==> src/rtl/uart_rx_flow_ctrl.sv <==
// Receive-side flow controller for the UART.
// Completed bytes from the RX core go into a show-ahead FIFO.
// The RTS_n handshake follows FIFO occupancy, with high/low watermark
// hysteresis, so the remote transmitter is throttled before overrun.
module uart_rx_flow_ctrl #(
    parameter int DATA_W  = 8,
    parameter int DEPTH   = 16,
    parameter int HI_MARK = 12,
    parameter int LO_MARK = 4
) (
    input  logic                     clk,
    input  logic                     rst,
    input  logic                     rx_done,
    input  logic [DATA_W-1:0]        rx_data,
    input  logic                     rx_frame_err,
    input  logic                     rd_en,
    output logic [DATA_W-1:0]        rd_data,
    output logic                     rd_valid,
    output logic [$clog2(DEPTH):0]   count,
    output logic                     rts_n,
    output logic                     overrun,
    input  logic                     ovr_clr,
    output logic [7:0]               frame_err_cnt
);

    localparam int AW = $clog2(DEPTH);
    localparam int CW = AW + 1;

    typedef enum logic [1:0] {
        ST_INIT  = 2'd0,
        ST_ALLOW = 2'd1,
        ST_HOLD  = 2'd2
    } state_t;

    logic [DATA_W-1:0] mem_q [DEPTH];
    logic [AW-1:0]     wr_ptr_q, wr_ptr_d;
    logic [AW-1:0]     rd_ptr_q, rd_ptr_d;
    logic [CW-1:0]     count_q, count_d;
    logic [CW-1:0]     keep_s;
    logic [DATA_W-1:0] rd_data_q, rd_data_d;
    logic              rd_valid_q;
    logic              overrun_q, overrun_d;
    logic [7:0]        fec_q, fec_d;
    logic              full_s, push_s, pop_s, drop_s, ferr_s;
    state_t            state_q;
    logic              rts_n_q;

    // Accept/drop decisions, next occupancy, pointers and next head byte
    always_comb begin
        full_s   = (count_q == CW'(DEPTH));
        pop_s    = rd_en && (count_q != {CW{1'b0}});
        push_s   = rx_done && !rx_frame_err && (!full_s || pop_s);
        drop_s   = rx_done && !rx_frame_err && full_s && !pop_s;
        ferr_s   = rx_done && rx_frame_err;
        count_d  = count_q;
        wr_ptr_d = wr_ptr_q;
        rd_ptr_d = rd_ptr_q;
        if (push_s && !pop_s) begin
            count_d = count_q + CW'(1'b1);
        end else if (pop_s && !push_s) begin
            count_d = count_q - CW'(1'b1);
        end else begin
            count_d = count_q;
        end
        if (push_s) begin
            wr_ptr_d = wr_ptr_q + AW'(1'b1);
        end else begin
            wr_ptr_d = wr_ptr_q;
        end
        if (pop_s) begin
            rd_ptr_d = rd_ptr_q + AW'(1'b1);
        end else begin
            rd_ptr_d = rd_ptr_q;
        end
        // Entries already stored that survive this edge; if none, the
        // incoming byte (if any) becomes the new head directly.
        keep_s = count_q - {{(CW-1){1'b0}}, pop_s};
        if (keep_s != {CW{1'b0}}) begin
            rd_data_d = mem_q[rd_ptr_d];
        end else if (push_s) begin
            rd_data_d = rx_data;
        end else begin
            rd_data_d = rd_data_q;
        end
        // An overrun in the same cycle as a clear keeps the flag set
        if (drop_s) begin
            overrun_d = 1'b1;
        end else if (ovr_clr) begin
            overrun_d = 1'b0;
        end else begin
            overrun_d = overrun_q;
        end
        if (ferr_s && (fec_q != 8'hFF)) begin
            fec_d = fec_q + 8'd1;
        end else begin
            fec_d = fec_q;
        end
    end

    // FIFO storage write; contents need no reset since occupancy gates reads
    always_ff @(posedge clk) begin
        if (push_s) begin
            mem_q[wr_ptr_q] <= rx_data;
        end
    end

    // Pointers, occupancy, head register and status flags
    always_ff @(posedge clk) begin
        if (rst) begin
            wr_ptr_q   <= {AW{1'b0}};
            rd_ptr_q   <= {AW{1'b0}};
            count_q    <= {CW{1'b0}};
            rd_data_q  <= {DATA_W{1'b0}};
            rd_valid_q <= 1'b0;
            overrun_q  <= 1'b0;
            fec_q      <= 8'd0;
        end else begin
            wr_ptr_q   <= wr_ptr_d;
            rd_ptr_q   <= rd_ptr_d;
            count_q    <= count_d;
            rd_data_q  <= rd_data_d;
            rd_valid_q <= (count_d != {CW{1'b0}});
            overrun_q  <= overrun_d;
            fec_q      <= fec_d;
        end
    end

    // RTS hysteresis FSM; rts_n updates on the same edge as occupancy
    always_ff @(posedge clk) begin
        if (rst) begin
            state_q <= ST_INIT;
            rts_n_q <= 1'b1;
        end else begin
            case (state_q)
                ST_INIT: begin
                    state_q <= ST_ALLOW;
                    rts_n_q <= 1'b0;
                end
                ST_ALLOW: begin
                    if (count_d >= CW'(HI_MARK)) begin
                        state_q <= ST_HOLD;
                        rts_n_q <= 1'b1;
                    end else begin
                        state_q <= ST_ALLOW;
                        rts_n_q <= 1'b0;
                    end
                end
                ST_HOLD: begin
                    if (count_d <= CW'(LO_MARK)) begin
                        state_q <= ST_ALLOW;
                        rts_n_q <= 1'b0;
                    end else begin
                        state_q <= ST_HOLD;
                        rts_n_q <= 1'b1;
                    end
                end
                default: begin
                    state_q <= ST_INIT;
                    rts_n_q <= 1'b1;
                end
            endcase
        end
    end

    assign rd_data       = rd_data_q;
    assign rd_valid      = rd_valid_q;
    assign count         = count_q;
    assign rts_n         = rts_n_q;
    assign overrun       = overrun_q;
    assign frame_err_cnt = fec_q;

endmodule

==> config.mk <==
export PLATFORM = sky130hd
export DESIGN_NAME = uart_rx_flow_ctrl
export DESIGN_NICKNAME = d
export VERILOG_FILES = /design/src/rtl/uart_rx_flow_ctrl.sv
export SDC_FILE = /design/constraint.sdc
export NUM_CORES = 1
export LEC_CHECK = 0
export BUFFER_PORTS_ARGS = -buffer_cell sky130_fd_sc_hd__buf_2
export CAP_MARGIN = 30
export CORE_AREA = 3 3 189 117
export DETAILED_ROUTE_END_ITERATION = 7
export DIE_AREA = 0 0 192 120
export GPL_TIMING_DRIVEN = 0
export PLACE_DENSITY = 0.51
export SETUP_SLACK_MARGIN = 0.05
export SYNTH_ARGS = -nofsm -noshare
export SYNTH_HDL_FRONTEND = slang
export SYNTH_SLANG_ARGS = --single-unit
==> constraint.sdc <==
create_clock -name clk -period 2.85 [get_ports clk]
set_clock_uncertainty 0.1 [all_clocks]
set_input_delay 0.57 -clock clk [delete_from_list [all_inputs] [get_ports clk]]
set_output_delay 0.57 -clock clk [all_outputs]
set_load 0.05 [all_outputs]
==> summary.txt <==
Status
  – Outcome: complete, but fails checks
  – Failing checks: negative setup slack

Clock tree
  – CTS buffer count: 17
  – Clk buf depth: 2
  – Post-CTS Hold Fix Bufs: 0
  – TritonCTS clock tree: done
  – Htree depth: 4
  – CTS root buf: clkbuf_16
  – Clock sinks: 162
  – Clk_lat worst skew: 430 ps
  – Clock transition at path regs: about 70 ps

Global route
  – Vias in the first global route: 4580
  – Gr usage total: 0.168
  – Overflow after GRT: 0
  – Busiest layer in global routing: met1
  – Largest net degree at the start of global routing: 18
  – Initial antenna violation count: 0
  – Grt met2 use: 0.232
  – Met3 usage: 0.0345
  – GR Util met1: 0.269
  – First-pass GRT wire length: 28.3 mm

Layout
  – Most frequent cells in the layout: edfxtp_1, nand2_1, buf_2
  – Commonest non-fill, non-tap cell in the layout: edfxtp_1
  – Layout cells sized above 1: 0.291
  – Synth-to-Final Area Change: 24.9%
  – Fin util: 0.430
  – Finished Cell Area: 0.00890 mm²
  – Final #Nets: roughly 680

Route
  – Initial DRC count: around 530
  – Vias: between 4000 and 5000
  – # DRC: 0
  – Wire per inst: 20.1 µm
  – Post-Route WL: ~19 mm
  – Final ANT Viol Nets: 0
  – DR pass1 iterations: 5
  – Via-to-Cell Ratio: 5.26

Setup path
  – Max FO, Critical Path: 7
  – Critical setup path kind: flip-flop to flip-flop
  – WP data required: between 3000 and 4000 ps
  – Reg2Reg Depth: 16
  – Crit path capture type: flip-flop
  – Worst setup SP type: flip-flop
  – Crit path DAT: ~3100 ps

Power
  – Tot Pwr: approximately 0.0086 W
  – Maximum vdd drop: 453 µV
  – LEAKAGE: between 3 and 4 nW
  – Power density cells: 967 mW/mm²

Timing
  – Fin Setup TNS: -35.8 ps
  – Worst slew pin tran: 652 ps
  – Fin crit period: 2870 ps
  – Pins Over Slew Limit: 0
  – Setup slack after layout: -23.6 ps
  – Final Setup Violations: 2
  – Final Cycle Share: 1.01
  – F_max: 348 MHz
  – Final Hold Violating Endpoints: 0
  – Slew headroom: 0.565
  – Unrepaired setup endpoints after global routing: true

Placement
  – Pre-CTS WS: -849 ps
  – # port buffers: 37
  – DP HPWL: 12.7 mm
  – Placement Cell Area: 0.00774 mm²
  – Placer Congestion: 0.826

Floorplanning
  – Initial core utilization: 0.345
  – IO Pins: 38
  – DIE AREA: 0.0230 mm²
  – FP Rows: about 40
  – Chip width: around 190 µm
  – Core box area: 0.0207 mm²
  – Die Y: between 100 and 150 µm

Logic synthesis
  – Yosys reg bits: 162
  – Synth top area cells: edfxtp_1, dfxtp_1, nand2_1, mux2i_1, nor2_1
  – Cell variety after synth: 55
  – Asr flop ratio synth: 0
  – Avg Inst Size Synth: approximately 13 µm²
  – Yosys top cell area share: 0.540
  – Warnings from Yosys: 0
  – Synth area leader: edfxtp_1
  – Number of synthesized flops with an enable pin: 128
  – Cells after Synth: 565
  – Most used DFF post-synth: edfxtp_1
  – Cell Area, Synth: 0.00712 mm²
  – Seq/Total Area, Yosys: 0.635
  – Syn nets: 588

Run
  – Max Cap Viol: 0

Hold path
  – Hold Path Class: primary input to flip-flop
  – WHS Path Cells: 4
==> metal layers <==
metal / wire length [µm] / share of wire / vias up
met5: 0 / 0 / -
met4: 154 / 0.0081 / 0
met3: 1040 / 0.055 / 12
met2: 8160 / 0.43 / 132
met1: 9700 / 0.51 / 2536
li1: - / - / 2297
==> layout make-up <==
cell class                 count  area, µm²
clock inverter                15        124
multi-input combinational    369       2690
sequential                   162       4530
timing repair buffer          69        533
fill                        1874      11800
inverter                       7       38.8
buffer                        27        201
antenna                        1       2.50
tap                          279        349
clock buffer                  17        425
==> Yosys cell counts, drive strengths merged, types with 3 or more instances <==
cell and count:
edfxtp 128, nand2 105, nor2 51, dfxtp 34, mux2i 25, a21oi 21
o21ai 18, buf 17, a31oi 16, o211ai 14, clkbuf 10, ha 9
mux2 8, mux4 8, nand3 8, nand4 8, xor2 8, a32o 7
inv 7, o22ai 7, xnor2 7, a32oi 6, nand2b 5, nor3 5
nor2b 4, a211oi 3
==> worst max-delay path, cell delays in order, from the launching register on <==
cell and delay, ps:
dfxtp_4 350, inv_4 60, ha_4 140, or4b_4 460
buf_6 150, nand2_8 80, inv_8 50, buf_12 120
buf_8 120, ha_4 150, xnor2_2 130, and4_4 180
nor2_4 150, nand2_4 120, a31oi_1 150, o21ai_1 120
o211ai_2 180
==> flip-flops by register name, indices dropped and copies added (netlist names) <==
| name | count |
|---|---|
| wr_ptr_q | 4 |
| frame_err_cnt | 8 |
| mem_q | 128 |
| rd_data | 8 |
| count | 5 |
| overrun | 1 |
| rts_n | 1 |
| state_q | 2 |
| rd_ptr_q | 4 |
| rd_valid | 1 |
==> cell families after synthesis <==
| logic type | Yosys count | share of synthesized area |
|---|---|---|
| AND/OR/NAND/NOR | 199 | 0.122 |
| flip-flops | 162 | 0.635 |
| AO/OA/AOI/OAI | 105 | 0.103 |
| multiplexers | 41 | 0.0769 |
| buffers and inverters | 34 | 0.0263 |
| XOR/XNOR | 15 | 0.0211 |
| adder cells (fa/ha/maj) | 9 | 0.0158 |
==> where the power goes <==
group          switching (W)  total (W)  internal (W)
registers           0.000101    0.00277       0.00267
clock network       0.000998    0.00214       0.00114
logic                0.00217    0.00369       0.00152
==> through the flow <==
step / std cells / hold slack (ps)
2_1_floorplan: 565 / 352
3_3_place_gp: 881 / 363
3_5_place_dp: 883 / 381
4_1_cts: 929 / 337
5_1_grt: 945 / 348
6_report: 946 / 351
==> path summary, 6_finish.rpt <==
path,from,end,slack (ps)
setup reg to reg,count[0],rd_data[7],-20
hold reg to reg,state_q[1],state_q[1],400
hold / removal,ovr_clr,overrun,350
setup / recovery,count[0],rd_data[7],-20
==> repair_timing <==
action,4_1_cts,5_1_grt
setup buffers,14,16
endpoints found under the setup margin,134,135
gates resized for setup,44,26
pin swaps,7,15
cloned,0,0
(Power assumes the default switching activity.)
